<file path="src/rtl/sc_collision_lives.sv">
// Row-parallel player/obstacle collision detector with a lives counter,
// post-hit grace window and game-over latch.

module sc_collision_lives_row #(
  parameter int DATAWIDTH = 8
) (
  input  logic [DATAWIDTH-1:0] player,
  input  logic [DATAWIDTH-1:0] obstacle,
  input  logic                 enable,
  output logic                 collide
);
  assign collide = enable & (|(player & obstacle));
endmodule

module sc_collision_lives #(
  parameter int DATAWIDTH = 8,
  parameter int NUMROWS   = 4,
  parameter int LIVES     = 3,
  parameter int GRACE     = 2
) (
  input  logic                         SC_COLLISIONLIVES_CLOCK_50,
  input  logic                         SC_COLLISIONLIVES_RESET_InHigh,
  input  logic [NUMROWS*DATAWIDTH-1:0] SC_COLLISIONLIVES_player_InBUS,
  input  logic [NUMROWS*DATAWIDTH-1:0] SC_COLLISIONLIVES_obstacle_InBUS,
  input  logic [NUMROWS-1:0]           SC_COLLISIONLIVES_rowEnable_InBUS,
  input  logic                         SC_COLLISIONLIVES_strobe_InLow,
  input  logic                         SC_COLLISIONLIVES_restart_InLow,
  output logic [NUMROWS-1:0]           SC_COLLISIONLIVES_rowHit_OutBUS,
  output logic                         SC_COLLISIONLIVES_hit_OutLow,
  output logic [2:0]                   SC_COLLISIONLIVES_lives_OutBUS,
  output logic                         SC_COLLISIONLIVES_OutLow
);
  typedef enum logic [1:0] {sPlay, sGrace, sOver} state_t;

  state_t             state;
  logic [2:0]         lives;
  logic [3:0]         graceCnt;
  logic [NUMROWS-1:0] collide;
  logic [NUMROWS-1:0] rowHit;
  logic               hit;
  logic               over;

  logic clk, rst, strobe, restart;
  assign clk     = SC_COLLISIONLIVES_CLOCK_50;
  assign rst     = SC_COLLISIONLIVES_RESET_InHigh;
  assign strobe  = SC_COLLISIONLIVES_strobe_InLow;
  assign restart = SC_COLLISIONLIVES_restart_InLow;

  for (genvar r = 0; r < NUMROWS; r++) begin : gRow
    sc_collision_lives_row #(.DATAWIDTH(DATAWIDTH)) uRow (
      .player   (SC_COLLISIONLIVES_player_InBUS[r*DATAWIDTH +: DATAWIDTH]),
      .obstacle (SC_COLLISIONLIVES_obstacle_InBUS[r*DATAWIDTH +: DATAWIDTH]),
      .enable   (SC_COLLISIONLIVES_rowEnable_InBUS[r]),
      .collide  (collide[r])
    );
  end

  always_ff @(posedge clk or posedge rst) begin
    if (rst) begin
      state    <= sPlay;
      lives    <= 3'(LIVES);
      graceCnt <= '0;
      rowHit   <= '0;
      hit      <= 1'b0;
      over     <= 1'b0;
    end else begin
      hit <= 1'b0;
      // Collision map is captured on every strobe regardless of game state.
      if (strobe) rowHit <= collide;
      if (restart) begin
        state    <= sPlay;
        lives    <= 3'(LIVES);
        graceCnt <= '0;
        over     <= 1'b0;
      end else if (strobe) begin
        case (state)
          sPlay: begin
            if (|collide) begin
              hit <= 1'b1;
              if (lives <= 3'd1) begin
                lives <= 3'd0;
                state <= sOver;
                over  <= 1'b1;
              end else begin
                lives <= lives - 3'd1;
                if (GRACE > 0) begin
                  state    <= sGrace;
                  graceCnt <= 4'(GRACE);
                end
              end
            end
          end
          sGrace: begin
            if (graceCnt <= 4'd1) begin
              state    <= sPlay;
              graceCnt <= '0;
            end else begin
              graceCnt <= graceCnt - 4'd1;
            end
          end
          sOver: begin
          end
          default: state <= sPlay;
        endcase
      end
    end
  end

  assign SC_COLLISIONLIVES_rowHit_OutBUS = rowHit;
  assign SC_COLLISIONLIVES_hit_OutLow    = hit;
  assign SC_COLLISIONLIVES_lives_OutBUS  = lives;
  assign SC_COLLISIONLIVES_OutLow        = over;
endmodule

</file>
<file path="config.mk">
export PLATFORM = sky130hd
export DESIGN_NAME = sc_collision_lives
export DESIGN_NICKNAME = d
export VERILOG_FILES = /design/src/rtl/sc_collision_lives.sv
export SDC_FILE = /design/constraint.sdc
export NUM_CORES = 1
export LEC_CHECK = 0
export CORE_UTILIZATION = 34
export CTS_CLUSTER_DIAMETER = 80
export DETAILED_ROUTE_END_ITERATION = 8
export GPL_ROUTABILITY_DRIVEN = 0
export MAX_ROUTING_LAYER = met4
export PLACE_DENSITY = 0.79
export SLEW_MARGIN = 40
export SYNTH_ARGS = -nofsm -noshare
export SYNTH_HDL_FRONTEND = slang
export SYNTH_SLANG_ARGS = --single-unit
</file>
<file path="constraint.sdc">
create_clock -name SC_COLLISIONLIVES_CLOCK_50 -period 2.15 [get_ports SC_COLLISIONLIVES_CLOCK_50]
set_clock_uncertainty 0.2 [all_clocks]
set_input_delay 0.645 -clock SC_COLLISIONLIVES_CLOCK_50 [delete_from_list [all_inputs] [get_ports SC_COLLISIONLIVES_CLOCK_50]]
set_output_delay 0.645 -clock SC_COLLISIONLIVES_CLOCK_50 [all_outputs]
set_load 0.01 [all_outputs]
</file>
-- Word-level counts from Yosys, hierarchy flattened
Cells that the tools add are included.
- $lt $le $gt $ge: 2
- bitwise operators: 8
- equality and inequality tests: 6
- add/sub/neg operators: 2
- reduce and logical (&&, ||, !) cells: 15
- muxes and demuxes: 26
- operators with widths (kind ; count):
    8-bit bitwise AND ; 4
    8-bit OR reduction ; 4
    4-bit 2-to-1 mux ; 5
    3-bit 2-to-1 mux ; 5
    4-bit AND reduction ; 3
    2-bit 2-to-1 mux ; 5
    1-bit 2-to-1 mux ; 9
    3-bit inequality test (second input constant) ; 3
    4-bit case mux with 2 select lines ; 1
    2-bit nonzero test ; 4
    2-bit case mux with 3 select lines ; 1
    1-bit bitwise AND ; 4
    4-bit by 1-bit less-or-equal comparator with 1-bit output (second input constant) ; 1
    4-bit OR reduction ; 1
    4-bit by 1-bit subtractor with 4-bit output (second input constant) ; 1
    3-bit by 1-bit less-or-equal comparator with 1-bit output (second input constant) ; 1
    3-bit AND reduction ; 1
    3-bit nonzero test ; 1
    3-bit by 1-bit subtractor with 3-bit output (second input constant) ; 1
    2-bit by 1-bit == test with 1-bit output (second input constant) ; 1
    2-bit == test (second input constant) ; 1
    2-bit logical NOT ; 1
    2-bit inequality test (second input constant) ; 1
- register bits after elaboration: 15
- output and inout port bits: 9

-- Longest topological paths before layout
Gate-level depths: netlist of the first run.
- depth after elaboration: 8
- mapped depth: 7
- mapped depth without buffers: 7

-- By module
From an unflattened synthesis of the first run, not the netlist that was laid out.
- cells, all modules: 102
- area, all modules: 967.2 sq um
- modules (own cells, without submodules) (module ; seq. area each (sq um) ; instances ; cells each ; area each (sq um)):
    sc_collision_lives ; 377.9 ; 1 ; 78 ; 797.0
    sc_collision_lives_row ; 0.0 ; 4 ; 6 ; 42.5

-- Worst setup path before layout of the first run
No wires, ideal clock.
- path type: input to register
- start point: in SC_COLLISIONLIVES_player_InBUS[0]
- end point: reg graceCnt[1]
- arrival: 1.918 ns
- data required time: 1.825 ns
- library setup time: 0.125 ns
- cell stages on the path: 5
- path buffers: 0
- path slack: -0.093 ns
- cell sequence: a22oi_1 > a41oi_2 > o41ai_4 > a22o_4 > mux2_4
- word-level cells in the longest chain between the ends: 6
- ends and longest elaborated chain (what ; line ; source):
    start: declaration ; 23 ; input logic [NUMROWS*DATAWIDTH-1:0] SC_COLLISIONLIVES_player_InBUS,
    8-bit bitwise AND ; 12 ; assign collide = enable & (|(player & obstacle));
    8-bit OR reduction ; 12 ;
    1-bit bitwise AND ; 12 ;
    4-bit OR reduction ; 78 ; if (|collide) begin
    3-bit inequality test (no source line) ; - ;
    4-bit AND reduction (no source line) ; - ;
    end signal: assignment ; 88 ; graceCnt <= 4'(GRACE);
    end signal: assignment ; 98 ; graceCnt <= graceCnt - 4'd1;
    end: declaration ; 37 ; logic [3:0] graceCnt;
No other way between the ends.
A chain may end at the register's enable or synchronous reset.

-- Worst setup path in the final report of the first run
- start point: in SC_COLLISIONLIVES_obstacle_InBUS[14]
- end point: reg graceCnt[1]
- word-level cells in the longest chain between the ends: 6
- ends and longest elaborated chain (what ; line ; source):
    start: declaration ; 24 ; input logic [NUMROWS*DATAWIDTH-1:0] SC_COLLISIONLIVES_obstacle_InBUS,
    8-bit bitwise AND ; 12 ;
    8-bit OR reduction ; 12 ;
    1-bit bitwise AND ; 12 ;
    4-bit OR reduction ; 78 ;
    3-bit inequality test (no source line) ; - ;
    4-bit AND reduction (no source line) ; - ;
No other way between the ends.

==> impl_metrics.yaml, run 1 <==
outcome:
  status: "complete, but fails checks"
  violations: "design-rule violations"
yosys:
  synth_seq_cells: 15
  syn_avg_cell_area_sq_um: 11.0
  synth_edf_count: 0
  yosys.cell_types.count: 32
  async_reset_ff_share_pct: 100
  ys_seq_area_share_pct: 35.5
  dominantRegCellSynth: "dfrtp_1"
  syn_inst: 97
  syn_area_sq_um: 1060
  synthTopCellsByArea: "dfrtp_1 (31%), a22oi_1 (8.5%), mux2_2 (5.3%), a41oi_4 (5.2%), dfstp_2 (4.9%)"
  yosys_warnings: 0
  synth_nets: 173
  yosys.area.top_type: "dfrtp_1"
  synth_top_cell_area_share_pct: 30.6
worst_setup_path:
  path_cells: "dlygate4sd2_1, a22oi_2, a41oi_4, o41ai_4, a22o_4, mux2_4"
  cp.required_ns: 2.14
  slowest_delay_ns: 0.36
  crit_path_max_fanout: 3
  crit_family: "compound AO/OA/AOI/OAI gates"
  r2r_start: "SC_COLLISIONLIVES_lives_OutBUS[1]$_DFFE_PP1P_"
  slowest_stage: "o41ai_4"
  crit_type: "in2reg"
  worstPathArrival_ns: 2.09
  crit_path_end_kind: "flip-flop"
  startpoint: "SC_COLLISIONLIVES_obstacle_InBUS[14]"
  crit_path_start_kind: "primary input"
  path_buf_inv: 1
flow_run:
  maxCapViolCount: 0
clock_tree:
  root_buffer: "clkbuf_4"
  hold_buffers: 0
  tritoncts: "done"
  path_clk_slew_ns: 0.09
  cts_inserted_buffers: 3
  clk_latency_ns: 0.29
  clock_sinks: 15
  ctsHtreeMaxLevel: 1
  cts_buffer_depth: 2
die:
  die_w_microns: 58.0
  start_util_pct: 37.3
  die_h_microns: 58.0
  core_area_sq_um: 2850
  io-pin-count: 81
  num_rows: 19
  dieArea_sq_um: 3360
timing:
  finalCritPeriodShare_pct: 97.9
  max_freq_mhz: 475
  worst_pin_slew_ns: 0.559
  whs_ns: 0.300
  layout_setup_ws_ns: 0.0448
  final-setup-viol-count: 0
  layout_min_cycle_time_ns: 2.11
  max_slew_margin_pct: 62.7
  final-hold-violation-count: 0
  report.final.slew_viol_count: 0
power:
  power_mw: 1.05
  power_leakage_nw: 0.946
  power_density_nw_per_um2: 530
  peakVddDrop_v: 0.000503
detailed_routing:
  via_per_inst: 5.38
  antenna_left: 0
  drt_iter0_drc: 30
  dr.pass1.iters: 6
  wire_per_inst_microns: 15.7
  route.detailed.drc: 10
  routed_wl_microns: 3490
  dr_total_vias: 1194
placed_design:
  portBuffers: 80
  dp_slack_ns: -0.556
  place_area_sq_um: 1980
  post-dp-hpwl_microns: 2940
finish:
  regArea_sq_um: 378
  finalNetCount: 268
  area_delta_synth_final_pct: 87.0
  final_cell_mix: "dlygate4sd2_1 (32), clkdlybuf4s15_1 (22), clkbuf_2 (16)"
  mostFrequentLayoutCell: "dlygate4sd2_1"
  diodes: 0
  fillers: 238
  drive_above_1_share_pct: 37.2
  multi_input_area_sq_um: 723
  fin_util_pct: 69.8
  design_area_sq_um: 1990
grt:
  antenna_found_initial: 0
  track_usage_pct: 22.4
  grt-ovfl-total: 0
  grt_pass1_wl_microns: 5560
  grt_pass1_vias: 1283
  grt_max_degree: 16
hold_path:
  worstHoldStart: "SC_COLLISIONLIVES_OutLow$_DFFE_PP0P_"
  min_path_type: "reg2reg"
-- power by group --
group / internal (mW) / switching [mW]
combinational: 0.282 / 0.224
sequential: 0.335 / 0.0491
clock: 0.0724 / 0.0917
-- cells in the mapped netlist, types with 3 or more instances --
cell     count
a21oi_1      4
a22oi_1     12
dfrtp_1     13
ha_1         4
inv_1       11
mux2_2       5
nand2_1      3
nor2_1       8
nor4_1       3
-- per-layer routing --
| layer | vias to the layer above | GRT usage, % | part of all wire, % |
|---|---|---|---|
| met5 | - | - | 0 |
| met4 | 0 | 11.6 | 1.8 |
| met3 | 6 | 4.91 | 11 |
| met2 | 58 | 37.6 | 52 |
| met1 | 562 | 25.0 | 36 |
| li1 | 568 | - | - |
-- sequential cells by signal (all words and copies together), names as in the netlist --
name	flops
state	2
SC_COLLISIONLIVES_hit_OutLow	1
SC_COLLISIONLIVES_lives_OutBUS	3
SC_COLLISIONLIVES_OutLow	1
SC_COLLISIONLIVES_rowHit_OutBUS	4
graceCnt	4
-- repair_timing --
action	CTS	global route
gates cloned	0	0
buffers inserted	3	0
setup endpoints to repair	13	11
resized for setup	96	50
pin swaps	33	17
-- logic make-up (layout without fill, tap and decap cells) --
group           after synthesis  count (layout)  share of synthesized area (%)
fa+ha+maj                     4               4                           4.70
compound gates               38              38                           38.3
buf+inv                      13             107                           4.58
mux                           6               6                           6.70
simple gates                 21              21                           10.2
flops                        15              15                           35.5
-- per-stage QoR --
stage	std cells	setup TNS, ns
floorplan	97	-0.0837
global placement	216	-5.06
detailed placement	216	-5.87
CTS	223	-0.00855
global route	222	-0.00385
finish	222	0
-- cell type report --
cell class                      instances  area share (%)
Clock buffer                            4            1.32
Inverter                               11            2.07
Multi-Input combinational cell         69            36.3
Sequential cell                        15            19.0
Tap cell                               31            1.95
Timing Repair Buffer                   92            39.3
-- final timing paths --
check / cells past startpoint / slack, ns / to
setup / recovery: 6 / 0.04 / graceCnt[1]$_DFFE_PP0P_
hold / removal: 2 / 0.30 / SC_COLLISIONLIVES_OutLow$_DFFE_PP0P_
setup reg to reg: 7 / 0.07 / graceCnt[2]$_DFFE_PP0P_
hold reg to reg: 2 / 0.30 / SC_COLLISIONLIVES_OutLow$_DFFE_PP0P_
max in group asynchronous: 2 / 0.88 / SC_COLLISIONLIVES_lives_OutBUS[1]$_DFFE_PP1P_
min in group asynchronous: 2 / 0.50 / graceCnt[2]$_DFFE_PP0P_
-- tightest hold or removal path, cell delays in order (launching register included) --
cell and delay [ns]:
dfrtp_1 0.35, a31oi_1 0.04, nor2_1 0.07
Note: power is estimated with default switching activity, not from simulation.
==> run 2: changes to the inputs <==
--- a/config.mk
+++ b/config.mk
@@ -9,7 +9,6 @@
 export CTS_CLUSTER_DIAMETER = 80
 export DETAILED_ROUTE_END_ITERATION = 8
 export GPL_ROUTABILITY_DRIVEN = 0
-export MAX_ROUTING_LAYER = met4
 export PLACE_DENSITY = 0.79
 export SLEW_MARGIN = 40
 export SYNTH_ARGS = -nofsm -noshare
==> impl_metrics.yaml, run 2 (synthesis results as in run 1) <==
worst_setup_path:
  slowest_delay_ns: 0.36
  r2r_start: "SC_COLLISIONLIVES_lives_OutBUS[1]$_DFFE_PP1P_"
  crit_path_max_fanout: 3
  crit_path_start_kind: "primary input"
  worstPathArrival_ns: 2.09
  worstReg2RegEnd: "graceCnt[3]$_DFFE_PP0P_"
  cp.required_ns: 2.14
  path_cells: "dlygate4sd2_1, a22oi_2, a41oi_4, o41ai_4, a22o_4, mux2_4"
  reg2reg_slack_ns: 0.07
  worstRegToRegCells: 7
  crit_path_end_kind: "flip-flop"
  crit_type: "in2reg"
  slowest_stage: "o41ai_4"
timing:
  finalCritPeriodShare_pct: 97.9
  final-hold-violation-count: 0
  report.final.slew_viol_count: 0
  layout_min_cycle_time_ns: 2.10
  final-setup-viol-count: 0
  tns_ns: 0
  max_freq_mhz: 475
  worst_pin_slew_ns: 0.561
  max_slew_margin_pct: 62.5
flow_run:
  maxCapViolCount: 0
outcome:
  violations: "design-rule violations"
  status: "complete, but fails checks"
finish:
  mostFrequentLayoutCell: "dlygate4sd2_1"
  drive_above_1_share_pct: 37.2
  diodes: 0
  area_delta_synth_final_pct: 87.0
  stdcell_count: 222
  fillers: 238
  final_cell_mix: "dlygate4sd2_1 (32), clkdlybuf4s15_1 (22), clkbuf_2 (16)"
  design_area_sq_um: 1990
  fin_util_pct: 69.8
  finalNetCount: 268
hold_path:
  whs_path_depth: 2
  worstHoldStart: "SC_COLLISIONLIVES_OutLow$_DFFE_PP0P_"
  min_path_type: "reg2reg"
  min_to: "SC_COLLISIONLIVES_OutLow$_DFFE_PP0P_"
power:
  power_leakage_nw: 0.946
  power_mw: 1.06
  peakVddDrop_v: 0.000503
  power_density_nw_per_um2: 531
clock_tree:
  root_buffer: "clkbuf_4"
  cts_inserted_buffers: 3
  ctsHtreeMaxLevel: 1
  path_clk_slew_ns: 0.09
  clk_latency_ns: 0.29
  cts_buffer_depth: 2
  tritoncts: "done"
  hold_buffers: 0
  clock_sinks: 15
die:
  num_rows: 19
  dieArea_sq_um: 3360
  core_area_sq_um: 2850
  die_w_microns: 58.0
  die_h_microns: 58.0
  io-pin-count: 81
  start_util_pct: 37.3
placed_design:
  post-dp-hpwl_microns: 2940
  placedCellCount: 216
  portBuffers: 80
  place_area_sq_um: 1980
detailed_routing:
  drt_iter0_drc: 25
  routed_wl_microns: 3500
  wire_per_inst_microns: 15.8
  dr_total_vias: 1199
  via_per_inst: 5.40
  route.detailed.drc: 10
  dr.pass1.iters: 6
  antenna_left: 0
grt:
  grt_pass1_vias: 1283
  antenna_found_initial: 0
  grt_max_degree: 16
  grt-ovfl-total: 0
  grt_pass1_wl_microns: 5550
  track_usage_pct: 21.8
-- run 2: worst max-delay path, delay by kind of cell --
kind | cells | cell delay (ns)
muxes | 1 | 0.29
buffers and inverters | 1 | 0.24
AOI/OAI and AO/OA | 4 | 0.91
-- run 2: worst max-delay path by stage --
stage / startpoint / endpoint / slack (ns)
floorplan: SC_COLLISIONLIVES_player_InBUS[18] / graceCnt[1]$_DFFE_PP0P_ / -0.08
global placement: SC_COLLISIONLIVES_player_InBUS[25] / graceCnt[2]$_DFFE_PP0P_ / -0.49
detailed placement: SC_COLLISIONLIVES_player_InBUS[26] / graceCnt[1]$_DFFE_PP0P_ / -0.56
CTS: SC_COLLISIONLIVES_player_InBUS[16] / graceCnt[1]$_DFFE_PP0P_ / -0.009
global route: graceCnt[0]$_DFFE_PP0P_ / graceCnt[2]$_DFFE_PP0P_ / -0.004
finish: SC_COLLISIONLIVES_obstacle_InBUS[14] / graceCnt[1]$_DFFE_PP0P_ / 0.05
-- run 2: what timing repair did --
| item | in CTS | in global routing |
|---|---|---|
| gates resized for setup | 96 | 50 |
| buffers inserted | 3 | 0 |
| endpoints found under the hold margin | 0 | 0 |
| setup endpoints to repair | 13 | 11 |
| pin swaps | 33 | 17 |
-- run 2: report_power, final --
part	total [mW]	switching [mW]	internal, mW	leakage, nW
Clock	0.164	0.0919	0.0724	0.0150
Combinational	0.508	0.226	0.283	0.741
Sequential	0.384	0.0489	0.335	0.190
-- run 2: final cells by class --
| class | instances | area [sq um] | share of cell area, % |
|---|---|---|---|
| clock buffer | 4 | 26.3 | 1.32 |
| inverter | 11 | 41.3 | 2.07 |
| multi-input combinational | 69 | 723 | 36.3 |
| sequential | 15 | 378 | 19.0 |
| tap | 31 | 38.8 | 1.95 |
| timing repair buffer | 92 | 783 | 39.3 |
-- run 2: routing by layer --
metal | wire length [microns] | track usage [%] | up-vias
met1 | 1260 | 24.8 | 564
met2 | 1790 | 37.6 | 61
li1 | - | - | 568
met3 | 383 | 5.13 | 6
met4 | 63 | 11.6 | 0
met5 | 0 | 0 | -
-- run 2: per-stage QoR --
stage               setup slack [ns]  hold WS, ns
floorplan                    -0.0837        0.315
global placement              -0.488        0.289
detailed placement            -0.556        0.288
CTS                         -0.00855        0.308
global route                -0.00385        0.329
finish                        0.0451        0.300
==> patch 1 (flow settings as in run 2) <==
Set the parameter `NUMROWS` to 2 (it was 4).
--- a/src/rtl/sc_collision_lives.sv
+++ b/src/rtl/sc_collision_lives.sv
@@ -14,7 +14,7 @@
 
 module sc_collision_lives #(
   parameter int DATAWIDTH = 8,
-  parameter int NUMROWS   = 4,
+  parameter int NUMROWS   = 2,
   parameter int LIVES     = 3,
   parameter int GRACE     = 2
 ) (
Interface: changed (resized SC_COLLISIONLIVES_obstacle_InBUS, SC_COLLISIONLIVES_player_InBUS, SC_COLLISIONLIVES_rowEnable_InBUS and SC_COLLISIONLIVES_rowHit_OutBUS); port bits go from 81 to 45. The function was not compared with the original's and may differ.
==> patch 1 against run 2 <==
- the run ends with setup timing left
- synthesized area down 11%
- via count fell by 11%
- worst hold slack better by 0.013 ns
- total power is 20% lower
- sequential cell count fell by 2
- non-clock buffer count fell by 35
- wire length down 17%
- utilization fell by 8.4 points
- design area shrank 21%
- synthesized cell count grew 1.0%
- worst setup slack got worse by 0.048 ns
- critical path type is now reg2reg
- largest cell class is now multi-input gates
- highest routed layer unchanged
==> patch 1: results (changes against run 2) <==
[layout]
inv_count=12  ; +1
multi_input_area_um2=619.3  ; -14%
layout.nonclk_buf_share_pct=32.35  ; -7.0 points
layoutNonFillerInstCount=187  ; -16%
utilization_pct=61.41  ; -8.4 points
seq_share_pct=21.06  ; +2.1 points
multi_input_cells=71  ; +2.9%
n_sequential_cell=13  ; -2
clkCellAreaFrac_pct=1.681  ; +0.36 points

[worst_setup_path]
cp.arrival_ns=2.17  ; +0.08 ns
cp_max_fo=6  ; +3
r2r_start=SC_COLLISIONLIVES_lives_OutBUS[0]

[outcome]
violations=setup timing
status=finished with violations

[global_routing]
first_global_vias=997  ; -22%

[cts]
cts_setup_buffers=2  ; -1
cts_resized=41  ; -57%

[route]
drtIter0Drc=19  ; -24%
dr.pass1.iters=4  ; -2

[floorplan]
tap_cells=30  ; -3.2%

[power_and_ir_drop]
ir_drop_mv=0.3376  ; -33%
power.leakage_nw=0.7246  ; -23%

[logic_synthesis]
synth_top_area_share_pct=29.14  ; -1.4 points
synth_area_per_cell_um2=9.639  ; -12%
synthXorXnorAreaFrac_pct=0.9272  ; +0.93 points
synth_compound_area_share_pct=39.74  ; +1.4 points
yosys-top-cells-count=12 x inv_1, 11 x dfrtp_1, 8 x a22o_1
synth_mux_area_share_pct=1.060  ; -5.6 points
ys_seq_area_share_pct=34.70  ; -0.79 points

[placement]
io_buffer_count=44  ; -45%
placed_area_um2=1464  ; -26%
dpl_worst_slack_ns=-0.4819  ; +0.07376 ns
dp_hpwl_um=2077  ; -29%

[sta]
fin_ws_ns=-0.003081  ; -0.04815 ns
worstMarginPinSlew_ns=0.7153  ; +0.1541 ns
setup-tns-final_ns=-0.003081  ; -0.003081 ns
setup_viol=1  ; +1
whs_ns=0.3135  ; +0.01331 ns

## patch 1: critical path, cell delays in order (launching register included)
cell and delay [ns]:
dfstp_2 0.58, ha_1 0.15, o21ba_2 0.17, o31ai_1 0.58, a41oi_1 0.13, a211oi_2 0.26
## patch 1: metal layers
| metal | track usage (%) | part of all wire, % | vias to the layer above |
|---|---|---|---|
| met3 | 6.667 | 17 | 9 |
| li1 | - | - | 499 |
| met2 | 34.54 | 43 | 73 |
| met1 | 20.40 | 37 | 486 |
| met4 | 13.25 | 2.5 | 0 |
| met5 | 0 | 0 | - |
## patch 1: power breakdown
part           internal [mW]  leakage (nW)  switching, mW  total (mW)
clock network         0.0725        0.0150         0.0906       0.163
registers              0.277         0.167         0.0315       0.309
logic                  0.191         0.543          0.185       0.375
total                  0.540         0.725          0.307       0.847
==> patch 2 (config.mk and constraints of run 2) <==
Without the edit above. Re-encode `state_t` (3 states) as one-hot, 3 bits wide.
--- a/src/rtl/sc_collision_lives.sv
+++ b/src/rtl/sc_collision_lives.sv
@@ -30,7 +30,7 @@
   output logic [2:0]                   SC_COLLISIONLIVES_lives_OutBUS,
   output logic                         SC_COLLISIONLIVES_OutLow
 );
-  typedef enum logic [1:0] {sPlay, sGrace, sOver} state_t;
+  typedef enum logic [2:0] {sPlay = 3'b001, sGrace = 3'b010, sOver = 3'b100} state_t;
 
   state_t             state;
   logic [2:0]         lives;
Check against the original RTL: same outputs for any inputs over 10 cycles, from zero or initial values and one cycle with SC_COLLISIONLIVES_RESET_InHigh high; not proved beyond that.
==> patch 2 against run 2 <==
- register-to-register slack improved by 0.02 ns
- the flow finishes with violations (setup timing)
- wire length rose by 20%
- worst setup slack got worse by 0.046 ns
- synthesized area rose by 3.5%
- critical path type unchanged
- design area rose by 7.8%
- critical endpoint is now graceCnt[0]
- die area rose by 3.4%
- total power rose by 19%
- sequential cell count rose by 1
- fmax fell by 2.1%
- sequential share of layout area fell by 0.090 points
==> patch 2: results (changes against run 2) <==
[global_routing]
grt_use_met2_pct=46.27  ; +8.7 points
grt_pass1_wl_um=6134  ; +10%

[placement]
dpl_worst_slack_ns=-0.6729  ; -0.1172 ns
placed_area_um2=2143  ; +8.1%
dp_cells=253  ; +17%

[sta]
setup-tns-final_ns=-0.0006057  ; -0.0006057 ns
post-route-period-util_pct=100.0  ; +2.1 points
whs_ns=0.3127  ; +0.01249 ns
setup_viol=1  ; +1
fin_ws_ns=-0.0006057  ; -0.04568 ns

[min_path]
min_from=SC_COLLISIONLIVES_rowHit_OutBUS[3]
whs_path_depth=1  ; -1

[power_and_ir_drop]
power_frac_seq_pct=33.8  ; -2.5 points
comb_cell_power_mw=0.661  ; +30%

[logic_synthesis]
synth_area_leaders=dfrtp_1 30%, a22oi_1 8.9%, dfstp_2 7.2%
synth_compound_area_share_pct=33.26  ; -5.1 points
synth-adder-area-share_pct=4.540  ; -0.16 points
ys_seq_area_share_pct=36.66  ; +1.2 points
synth_area_per_cell_um2=10.02  ; -8.7%

[outcome]
status=finished with violations
violations=setup timing

[route]
drtIter0Drc=22  ; -12%
routed_wirelength_um=4201  ; +20%
vias_per_cell=5.244  ; -2.9%
met3_length_um=326  ; -15%

[layout]
n_fill_cell=243  ; +2.1%

[worst_setup_path]
cp.arrival_ns=2.14  ; +0.05 ns
crit_slowest_cell=or4_4
reg2regPathDepth=8  ; +1

[cts]
cts_resized=208  ; +120%

[patch 2: area by class of cell]
class | count | area [um2] | share of cell area [%]
clock buffer | 4 | 26.28 | 1.224
inverter | 14 | 52.55 | 2.449
multi-input combinational | 78 | 822.0 | 38.31
sequential | 16 | 405.4 | 18.89
tap | 44 | 55.05 | 2.566
timing repair buffer | 106 | 784.5 | 36.56
[patch 2: how the worst max path moves through the flow]
stage | cells past startpoint | end | start
after floorplan | 5 | graceCnt[0] | SC_COLLISIONLIVES_player_InBUS[25]
after global placement | 6 | graceCnt[0] | SC_COLLISIONLIVES_player_InBUS[25]
after detailed placement | 6 | graceCnt[0] | SC_COLLISIONLIVES_player_InBUS[26]
after CTS | 6 | graceCnt[0] | SC_COLLISIONLIVES_obstacle_InBUS[8]
after global routing | 6 | graceCnt[0] | SC_COLLISIONLIVES_player_InBUS[3]
final | 6 | graceCnt[0] | SC_COLLISIONLIVES_player_InBUS[10]
